==> src/rtl/kan_arb_pkg.sv <==
// Shared definitions for the Sech2 LUT requester arbiter.
// Provides the issue FSM state encoding and the requester index width helper.
package kan_arb_pkg;

  // Issue FSM: IDLE selects the next requester, BUSY forwards its packet.
  typedef enum logic {
    ST_IDLE = 1'b0,
    ST_BUSY = 1'b1
  } arb_state_e;

  // Index width for n requesters; never below one bit.
  function automatic int unsigned idx_width(input int unsigned n);
    return (n > 1) ? $clog2(n) : 1;
  endfunction

endpackage

==> src/rtl/sech2_lut_arbiter_route_fifo.sv <==
// Route FIFO: remembers which requester owns each packet in flight inside the LUT.
// Ports:
//   clk, rst         clock, synchronous active-high reset
//   push, push_data  write one requester index (ignored when full)
//   pop              retire the head entry (ignored when empty)
//   head             index at the FIFO head, valid when !empty
//   full, empty      status from the registered count
module sech2_lut_arbiter_route_fifo #(
  parameter int unsigned DEPTH = 4,
  parameter int unsigned WIDTH = 2
) (
  input  logic             clk,
  input  logic             rst,
  input  logic             push,
  input  logic [WIDTH-1:0] push_data,
  input  logic             pop,
  output logic [WIDTH-1:0] head,
  output logic             full,
  output logic             empty
);

  localparam int unsigned PTR_W = (DEPTH > 1) ? $clog2(DEPTH) : 1;
  localparam int unsigned CNT_W = PTR_W + 1;

  logic [WIDTH-1:0] mem_q [DEPTH];
  logic [PTR_W-1:0] wr_ptr_q, wr_ptr_d;
  logic [PTR_W-1:0] rd_ptr_q, rd_ptr_d;
  logic [CNT_W-1:0] count_q, count_d;
  logic             do_push;
  logic             do_pop;

  // Status comes only from the registered count, so a same-cycle pop never frees room for a push.
  assign full    = (count_q == CNT_W'(DEPTH));
  assign empty   = (count_q == '0);
  assign do_push = push & ~full;
  assign do_pop  = pop & ~empty;
  assign head    = mem_q[rd_ptr_q];

  // Pointer and occupancy update; DEPTH is a power of two so pointers wrap naturally.
  always_comb begin
    wr_ptr_d = wr_ptr_q;
    rd_ptr_d = rd_ptr_q;
    count_d  = count_q;
    if (do_push) wr_ptr_d = wr_ptr_q + PTR_W'(1);
    if (do_pop)  rd_ptr_d = rd_ptr_q + PTR_W'(1);
    case ({do_push, do_pop})
      2'b10:   count_d = count_q + CNT_W'(1);
      2'b01:   count_d = count_q - CNT_W'(1);
      default: count_d = count_q;
    endcase
  end

  always_ff @(posedge clk) begin
    if (rst) begin
      wr_ptr_q <= '0;
      rd_ptr_q <= '0;
      count_q  <= '0;
    end else begin
      wr_ptr_q <= wr_ptr_d;
      rd_ptr_q <= rd_ptr_d;
      count_q  <= count_d;
    end
  end

  // Storage needs no reset; entries are only read while the count says they are valid.
  always_ff @(posedge clk) begin
    if (do_push) mem_q[wr_ptr_q] <= push_data;
  end

endmodule

==> src/rtl/sech2_lut_arbiter.sv <==
// Packet-level round-robin arbiter sharing one Sech2 LUT channel among several
// AXI-Stream requesters. Each tlast-delimited packet is granted whole; the grant
// order is recorded in a route FIFO and used to steer the LUT's in-order results
// back to the originating requester.
// Ports:
//   clk, rst                 clock, synchronous active-high reset
//   s_axis_req_*             requester inputs, lane k = requester k
//   m_axis_lut_*             granted requester stream into the LUT
//   s_axis_lut_*             LUT result stream
//   m_axis_rslt_*            results per requester, data/last broadcast to all lanes
//   busy                     packet being issued or results still owed
module sech2_lut_arbiter
  import kan_arb_pkg::*;
#(
  parameter int unsigned DATA_WIDTH_DATA = 16,
  parameter int unsigned DATA_WIDTH_RSLT = 16,
  parameter int unsigned REQUESTERS      = 4,
  parameter int unsigned ROUTE_DEPTH     = 4
) (
  input  logic                                  clk,
  input  logic                                  rst,
  input  logic [REQUESTERS*DATA_WIDTH_DATA-1:0] s_axis_req_tdata,
  input  logic [REQUESTERS-1:0]                 s_axis_req_tlast,
  input  logic [REQUESTERS-1:0]                 s_axis_req_tvalid,
  output logic [REQUESTERS-1:0]                 s_axis_req_tready,
  output logic [DATA_WIDTH_DATA-1:0]            m_axis_lut_tdata,
  output logic                                  m_axis_lut_tlast,
  output logic                                  m_axis_lut_tvalid,
  input  logic                                  m_axis_lut_tready,
  input  logic [DATA_WIDTH_RSLT-1:0]            s_axis_lut_tdata,
  input  logic                                  s_axis_lut_tlast,
  input  logic                                  s_axis_lut_tvalid,
  output logic                                  s_axis_lut_tready,
  output logic [REQUESTERS*DATA_WIDTH_RSLT-1:0] m_axis_rslt_tdata,
  output logic [REQUESTERS-1:0]                 m_axis_rslt_tlast,
  output logic [REQUESTERS-1:0]                 m_axis_rslt_tvalid,
  input  logic [REQUESTERS-1:0]                 m_axis_rslt_tready,
  output logic                                  busy
);

  localparam int unsigned IDX_WIDTH = idx_width(REQUESTERS);
  localparam int unsigned CW        = IDX_WIDTH + 1;

  arb_state_e           state_q, state_d;
  logic [IDX_WIDTH-1:0] grant_q, grant_d;
  logic [IDX_WIDTH-1:0] rr_ptr_q, rr_ptr_d;
  logic [IDX_WIDTH-1:0] rr_pick;
  logic [CW-1:0]        cand;
  logic                 rr_found;
  logic [IDX_WIDTH-1:0] route_head;
  logic                 route_full;
  logic                 route_empty;
  logic                 push;
  logic                 pop;
  logic                 sel_valid;
  logic                 sel_last;
  logic                 lut_fwd_hs;

  // Round-robin search: first valid requester at rr_ptr, rr_ptr+1, ... modulo REQUESTERS.
  always_comb begin
    rr_pick  = rr_ptr_q;
    rr_found = 1'b0;
    cand     = '0;
    for (int unsigned i = 0; i < REQUESTERS; i++) begin
      cand = {1'b0, rr_ptr_q} + CW'(i);
      if (cand >= CW'(REQUESTERS)) cand = cand - CW'(REQUESTERS);
      if (!rr_found && s_axis_req_tvalid[cand[IDX_WIDTH-1:0]]) begin
        rr_found = 1'b1;
        rr_pick  = cand[IDX_WIDTH-1:0];
      end
    end
  end

  assign sel_valid  = s_axis_req_tvalid[grant_q];
  assign sel_last   = s_axis_req_tlast[grant_q];
  assign lut_fwd_hs = (state_q == ST_BUSY) & sel_valid & m_axis_lut_tready;

  // Issue FSM next state: grant and push in IDLE, hold the grant until its tlast handshake.
  always_comb begin
    state_d  = state_q;
    grant_d  = grant_q;
    rr_ptr_d = rr_ptr_q;
    push     = 1'b0;
    case (state_q)
      ST_IDLE: begin
        if (rr_found && !route_full) begin
          grant_d = rr_pick;
          push    = 1'b1;
          state_d = ST_BUSY;
        end
      end
      ST_BUSY: begin
        if (lut_fwd_hs && sel_last) begin
          rr_ptr_d = (grant_q == IDX_WIDTH'(REQUESTERS - 1)) ? '0 : grant_q + IDX_WIDTH'(1);
          state_d  = ST_IDLE;
        end
      end
      default: state_d = ST_IDLE;
    endcase
  end

  always_ff @(posedge clk) begin
    if (rst) begin
      state_q  <= ST_IDLE;
      grant_q  <= '0;
      rr_ptr_q <= '0;
    end else begin
      state_q  <= state_d;
      grant_q  <= grant_d;
      rr_ptr_q <= rr_ptr_d;
    end
  end

  // Forward path: the granted lane passes straight through while BUSY.
  always_comb begin
    m_axis_lut_tdata  = s_axis_req_tdata[grant_q*DATA_WIDTH_DATA +: DATA_WIDTH_DATA];
    m_axis_lut_tvalid = 1'b0;
    m_axis_lut_tlast  = 1'b0;
    s_axis_req_tready = '0;
    if (state_q == ST_BUSY) begin
      m_axis_lut_tvalid          = sel_valid;
      m_axis_lut_tlast           = sel_last;
      s_axis_req_tready[grant_q] = m_axis_lut_tready;
    end
  end

  // Return path: the FIFO head owns the current result packet; with no owner the LUT stalls.
  always_comb begin
    m_axis_rslt_tvalid = '0;
    s_axis_lut_tready  = 1'b0;
    if (!route_empty) begin
      m_axis_rslt_tvalid[route_head] = s_axis_lut_tvalid;
      s_axis_lut_tready              = m_axis_rslt_tready[route_head];
    end
  end

  assign m_axis_rslt_tdata = {REQUESTERS{s_axis_lut_tdata}};
  assign m_axis_rslt_tlast = {REQUESTERS{s_axis_lut_tlast}};
  assign pop               = s_axis_lut_tvalid & s_axis_lut_tready & s_axis_lut_tlast;
  assign busy              = (state_q == ST_BUSY) | ~route_empty;

  sech2_lut_arbiter_route_fifo #(
    .DEPTH (ROUTE_DEPTH),
    .WIDTH (IDX_WIDTH)
  ) u_route_fifo (
    .clk       (clk),
    .rst       (rst),
    .push      (push),
    .push_data (grant_d),
    .pop       (pop),
    .head      (route_head),
    .full      (route_full),
    .empty     (route_empty)
  );

endmodule

==> config.mk <==
export PLATFORM = sky130hd
export DESIGN_NAME = sech2_lut_arbiter
export DESIGN_NICKNAME = d
export VERILOG_FILES = /design/src/rtl/kan_arb_pkg.sv /design/src/rtl/sech2_lut_arbiter_route_fifo.sv /design/src/rtl/sech2_lut_arbiter.sv
export SDC_FILE = /design/constraint.sdc
export NUM_CORES = 1
export LEC_CHECK = 0
export ABC_AREA = 1
export CORE_UTILIZATION = 30
export DETAILED_ROUTE_END_ITERATION = 10
export PLACE_DENSITY_LB_ADDON = 0.25
export SETUP_SLACK_MARGIN = 0.1
export SYNTH_ARGS = -nofsm -noshare
export SYNTH_HDL_FRONTEND = slang
export SYNTH_SLANG_ARGS = --single-unit
==> constraint.sdc <==
create_clock -name clk -period 6.7 [get_ports clk]
set_input_delay 1.005 -clock clk [delete_from_list [all_inputs] [get_ports clk]]
set_output_delay 1.005 -clock clk [all_outputs]
set_load 0.05 [all_outputs]
==> reports/summary.txt, run 1 <==
initial antenna violation count -> 0
PD cells -> 300 nW/um2
total gr overflow -> 0
Tmin final -> 4.19 ns
Final setup viols -> 0
PortBufs -> 112
Ys Warns -> 0
Placed Area -> 3210 um2
Routability Congestion -> 0.754
Yosys cell types -> 32
via count -> 2,445
global-route wire length before repair -> 10,500 um
fin nets -> 541
Max-slew headroom -> 19.9%
vias in the first global route -> 2,446
initial core utilization -> 31.0%
CTS sink count -> 22
Setup Buffers After CTS -> 0
average size of a mapped cell -> 6.39 um2
Die X -> 94.2 um
CTS resizes -> 0
clock-pin transition on the worst setup and hold timing paths -> 0.08 ns
worst-margin pin slew -> 1.20 ns
post-DP HPWL -> 5100 um
Num CTS Buffers -> 3
DR WL/cell -> 11.9 um
CP Capture Type -> output port
ANT cells -> 0
setup TNS -> 0 ns
maximum vdd drop -> 0.000127 V
Final Hold Fails -> 0
Mapped Cells -> 399
Core Util, Final -> 39.7%
ANT nets after route -> 0
die footprint -> 8880 um2
WL met2 -> 3060 um
Clock Latency Late Sink -> 0.26 ns
Post-synth EDFFs -> 8
Clock Path Buffers -> 2
CTS tree -> built
net count after synthesis -> 506
Die Ht -> 94.2 um
share of cells above drive strength 1 -> 4.85%
status -> complete, no violations
GR Util All Layers -> 14.7%
largest net degree at the start of global routing -> 40
area grow syn2layout -> 27.9%
clock tree root driver cell -> clkbuf_8
final wirelength -> 6410 um
Critical Path AT -> 3.19 ns
Max Freq -> 239 MHz
Post-synth ARST share -> 0%
Finished Layout Cells -> 538
register bit total from synthesis -> 22
Core ar. -> 8220 um2
initial DRC count -> 178
crit path kind -> flip-flop to output port
I/O Pins -> 193
M1 WL -> 2630 um
RSZ-0062 raised after global routing -> no
CP Launch Type -> flip-flop
Pre-antenna DRT Iters -> 4
Worst Path Required -> 5.69 ns
# DRC -> 0
clk_skew -> 0.00563 ns
Final Cycle Share -> 62.6%
LEAKAGE -> 1.41 nW
register area share after synthesis -> 20.4%
max-slew violations -> 0
hold-fix buffers at CTS -> 0
placed cells -> 534
max_cap viols -> 0
crit path max fanout -> 39
Post-Syn Area -> 2550 um2
met3 WL -> 638 um
ys flop type -> dfxtp_1
CTS HTree Levels -> 1
max layer used -> met4
final instance area -> 3260 um2
hold crit path type -> flip-flop to flip-flop
via density per instance -> 4.54
Row Count -> 33
==> sequential cells by signal (all words and copies together) (netlist names), named ones only <==
register	flops
u_route_fifo.count_q	3
state_q	1
grant_q	2
u_route_fifo.rd_ptr_q	2
rr_ptr_q	2
u_route_fifo.wr_ptr_q	2
u_route_fifo.mem_q	8
==> final timing paths <==
kind	slack (ns)	from	endpoint	cells past startpoint
min reg2reg	0.50	u_route_fifo.count_q[2]	u_route_fifo.count_q[2]	1
max reg2reg	4.07	rr_ptr_q[0]	u_route_fifo.count_q[2]	13
max	2.51	grant_q[0]	m_axis_lut_tvalid	5
min	0.50	u_route_fifo.count_q[2]	u_route_fifo.count_q[2]	1
==> per-layer routing <==
| metal | vias to the layer above | global-route usage [%] |
|---|---|---|
| met2 | 96 | 26.1 |
| met3 | 7 | 5.10 |
| met5 | - | 0 |
| met4 | 0 | 5.26 |
| li1 | 1279 | - |
| met1 | 1063 | 16.0 |
==> per-stage QoR <==
step	power, mW	hold slack, ns	setup slack [ns]
floorplan	0.789	0.443	3.56
global placement	0.880	0.465	2.80
detailed placement	0.890	0.474	2.76
CTS	0.988	0.502	2.46
global route	1.06	0.533	2.17
finish	0.978	0.501	2.51
==> worst max-delay path, stage by stage, from the launching register on <==
cell	delay (ns)
dfxtp_1	1.12
inv_1	0.41
a21oi_1	0.21
o21ai_0	0.10
a21oi_1	0.21
clkdlybuf4s50_1	0.86
==> where the power goes <==
| part | switching, mW | total [mW] | internal [mW] |
|---|---|---|---|
| clock | 0.0420 | 0.0943 | 0.0524 |
| combinational | 0.426 | 0.660 | 0.234 |
| sequential | 0.0474 | 0.223 | 0.176 |
==> cell families (layout without fill, tap and decap cells) <==
logic type / Yosys count / in the layout / share of synthesized area [%]
AND/OR/NAND/NOR: 169 / 169 / 28.5
buffers and inverters: 123 / 157 / 29.6
AO/OA/AOI/OAI: 74 / 74 / 16.0
flip-flops: 22 / 22 / 20.4
adder cells (fa/ha/maj): 10 / 10 / 5.20
XOR/XNOR: 1 / 1 / 0.343
==> synthesized netlist by cell type, types with 2 or more instances <==
library cell / number / area, um2
nand4_1: 2 / 12.5
a21oi_1: 13 / 65.1
ha_1: 9 / 113
dfxtp_1: 14 / 280
nor2_1: 52 / 195
nand3_1: 23 / 115
nand2_1: 76 / 285
a21oi_2: 2 / 17.5
buf_2: 2 / 10.0
clkbuf_1: 7 / 26.3
inv_2: 3 / 11.3
edfxtp_1: 8 / 240
inv_1: 37 / 139
buf_4: 71 / 533
nand2_2: 4 / 25.0
nor3_1: 5 / 25.0
o22ai_1: 16 / 100
o21ai_0: 39 / 195
nand2_4: 3 / 33.8
==> area by class of cell <==
type                    count  area (um2)
repair buffers            113        1130
well taps                 105         131
multi-input cells         254        1280
inverters                  40         150
flip-flops and latches     22         520
fillers                   853        4950
clock buffers               4        55.1
==> cells in the final DEF (no fill, tap or decap), types with 2 or more instances in the layout <==
cell type,synthesis,routed
a21oi_2,2,2
dfxtp_1,14,14
edfxtp_1,8,8
nand4_1,2,2
nor2_1,52,52
clkdlybuf4s50_1,0,112
clkbuf_8,0,4
nand2_1,76,76
o22ai_1,16,16
inv_2,3,3
ha_1,9,9
inv_1,37,37
a21oi_1,13,13
nor3_1,5,5
nand2_4,3,3
nand2_2,4,4
nand3_1,23,23
o21ai_0,39,39
Note: power is estimated with default switching activity, not from simulation.
==> run 2: changes to the inputs <==
- clock period: 6.7 -> 3.6 ns (I/O delays scaled with it)
==> reports/summary.txt, run 2 (synthesis gave the netlist of run 1 again) <==
ANT cells -> 0 (unchanged)
vias in the first global route -> 2,468 (+0.90%)
area grow syn2layout -> 27.5%
initial antenna violation count -> 0 (unchanged)
Die X -> 94.2 um (unchanged)
maximum vdd drop -> 0.000266 V (+110%)
Placed Area -> 3200 um2 (-0.31%)
crit path max fanout -> 21 (-46%)
Pre-antenna DRT Iters -> 4 (unchanged)
# DRC -> 0 (unchanged)
Final setup viols -> 0 (unchanged)
Routability Congestion -> 0.824 (+9.3%)
worst-margin pin slew -> 0.753 ns (-0.448 ns)
clock tree root driver cell -> clkbuf_8
Hold Path End -> u_route_fifo.count_q[2]
Hold Crit Depth -> 1 (unchanged)
commonest non-fill, non-tap cells in the layout -> clkdlybuf4s50_1, nand2_1, nor2_1, o21ai_0, inv_1
most common library cell in the layout ignoring fill and taps -> clkdlybuf4s50_1
R2R depth -> 13 (unchanged)
crit path buf inv count -> 2 (unchanged)
R2R Setup Slk -> 0.98 ns (-3.09 ns)
Largest stage delay, worst path -> 0.83 ns (-0.29 ns)
initial core utilization -> 31.0% (unchanged)
critical hold path startpoint -> u_route_fifo.count_q[2]
die footprint -> 8880 um2 (unchanged)
Reg-to-Reg Start -> rr_ptr_q[0]
Row Count -> 33 (unchanged)
status -> complete, no violations
CP Capture Type -> output port
DR WL/cell -> 11.7 um (-1.7%)
hold_ws -> 0.497 ns (-0.00402 ns)
Psw -> 0.963 mW (+87%)
CTS sink count -> 22 (unchanged)
overall power -> 1.81 mW (+85%)
setup TNS -> 0 ns (unchanged)
I/O Pins -> 193 (unchanged)
GR Util All Layers -> 14.7% (about the same)
CP Launch Type -> flip-flop
Core ar. -> 8220 um2 (unchanged)
Setup Buffers After CTS -> 0 (unchanged)
slowest cell on the critical path -> clkdlybuf4s50_1
final instance area -> 3250 um2 (-0.31%)
Internal -> 0.851 mW (+84%)
Largest register FFs -> 8 (unchanged)
share of cells above drive strength 1 -> 9.89% (+5.0 points)
initial DRC count -> 38 (-79%)
max-slew violations -> 0 (unchanged)
global-route wire length before repair -> 10,600 um (+1.3%)
CTS tree -> built
final wirelength -> 6330 um (-1.3%)
part of the power in the clock network -> 9.6% (about the same)
crit-path cells -> ha_1 -> inv_1 -> nor2_1 -> clkdlybuf4s50_1
Num CTS Buffers -> 3 (unchanged)
hold crit path type -> flip-flop to flip-flop
via density per instance -> 4.57 (+0.57%)
Top Family by Delay on Critical Path -> buffers and inverters
Largest regs -> u_route_fifo.mem_q (8), u_route_fifo.count_q (3)
post-DP HPWL -> 5120 um (+0.50%)
Top reg by flops -> u_route_fifo.mem_q
crit path kind -> flip-flop to output port
CTS HTree Levels -> 1 (unchanged)
max_cap viols -> 0 (unchanged)
PD cells -> 558 nW/um2 (+86%)
clock-pin transition on the worst setup and hold timing paths -> 0.08 ns (about the same)
CTS resizes -> 0 (unchanged)
largest net degree at the start of global routing -> 26 (-35%)
Die Ht -> 94.2 um (unchanged)
Max Freq -> 350 MHz
Flop pwr share -> 21.9% (-0.9 points)
Comb power frac -> 68.5% (+1.0 points)
ANT nets after route -> 0 (unchanged)
Net Sw Frac -> 53.1% (+0.37 points)
Clock Latency Late Sink -> 0.26 ns (about the same)
clk_skew -> 0.0125 ns (+0.00686 ns)
PortBufs -> 112 (unchanged)
fin nets -> 543 (+0.37%)
Tmin final -> 2.85 ns
Max-slew headroom -> 49.8% (+30 points)
Critical Path AT -> 2.31 ns (-0.88 ns)
Clock Path Buffers -> 2 (unchanged)
RR Endpoint -> u_route_fifo.count_q[2]
LEAKAGE -> 1.45 nW (+2.6%)
total gr overflow -> 0 (unchanged)
Final Cycle Share -> 79.3%
Worst Path Required -> 3.06 ns (-2.63 ns)
hold-fix buffers at CTS -> 0 (unchanged)
RSZ-0062 raised after global routing -> no
via count -> 2,468 (+0.94%)
Final Hold Fails -> 0 (unchanged)
==> run 2: cell types whose count changed in the layout (fill, tap and decap cells not counted) <==
cell | previous run | this run
clkdlybuf4s50_1 | 112 | 92
buf_4 | 1 | 21
buf_12 | 0 | 2
==> run 2: power groups by stage <==
stage                     Combinational, mW  Clock (mW)  Sequential (mW)
after floorplan                        1.10           0            0.367
after global placement                 1.24           0            0.403
after detailed placement               1.25           0            0.403
after CTS                              1.25       0.176            0.398
after global routing                   1.36       0.188            0.410
final                                  1.24       0.173            0.397
==> run 2: how the worst max path moves through the flow <==
stage                                     from                      end  slack [ns]  cells after the start
after floorplan                     grant_q[0]     s_axis_req_tready[0]        1.21                      7
after global placement    s_axis_req_tvalid[0]  u_route_fifo.count_q[2]        0.78                     14
after detailed placement  s_axis_req_tvalid[0]  u_route_fifo.count_q[2]        0.72                     14
after CTS                           grant_q[1]     s_axis_req_tready[3]        0.71                      4
after global routing                 flip-flop        s_axis_lut_tready        0.48                     11
final                               grant_q[1]     s_axis_req_tready[3]        0.75                      4
==> run 2: through the flow <==
stage / cells / setup slack [ns] / util (%)
after floorplan: 399 / 1.21 / -
after CTS: 540 / 0.712 / 39.6
after global placement: 536 / 0.781 / 38.9
final: 540 / 0.747 / 39.6
after global routing: 540 / 0.479 / 39.6
after detailed placement: 536 / 0.724 / 38.9
==> run 2: area by class of cell <==
class | instances | area, um2
Clock buffer | 4 | 55.1
Fill cell | 864 | 4960
Inverter | 40 | 150
Multi-Input combinational cell | 254 | 1280
Sequential cell | 22 | 520
Tap cell | 105 | 131
Timing Repair Buffer | 115 | 1120
==> run 2: metal layers <==
metal	GRT usage [%]	part of all wire [%]	wire length, um
met1	15.5	39	2460
met2	26.8	49	3120
met3	5.26	10	664
met4	5.00	1.3	80
met5	0	0	0
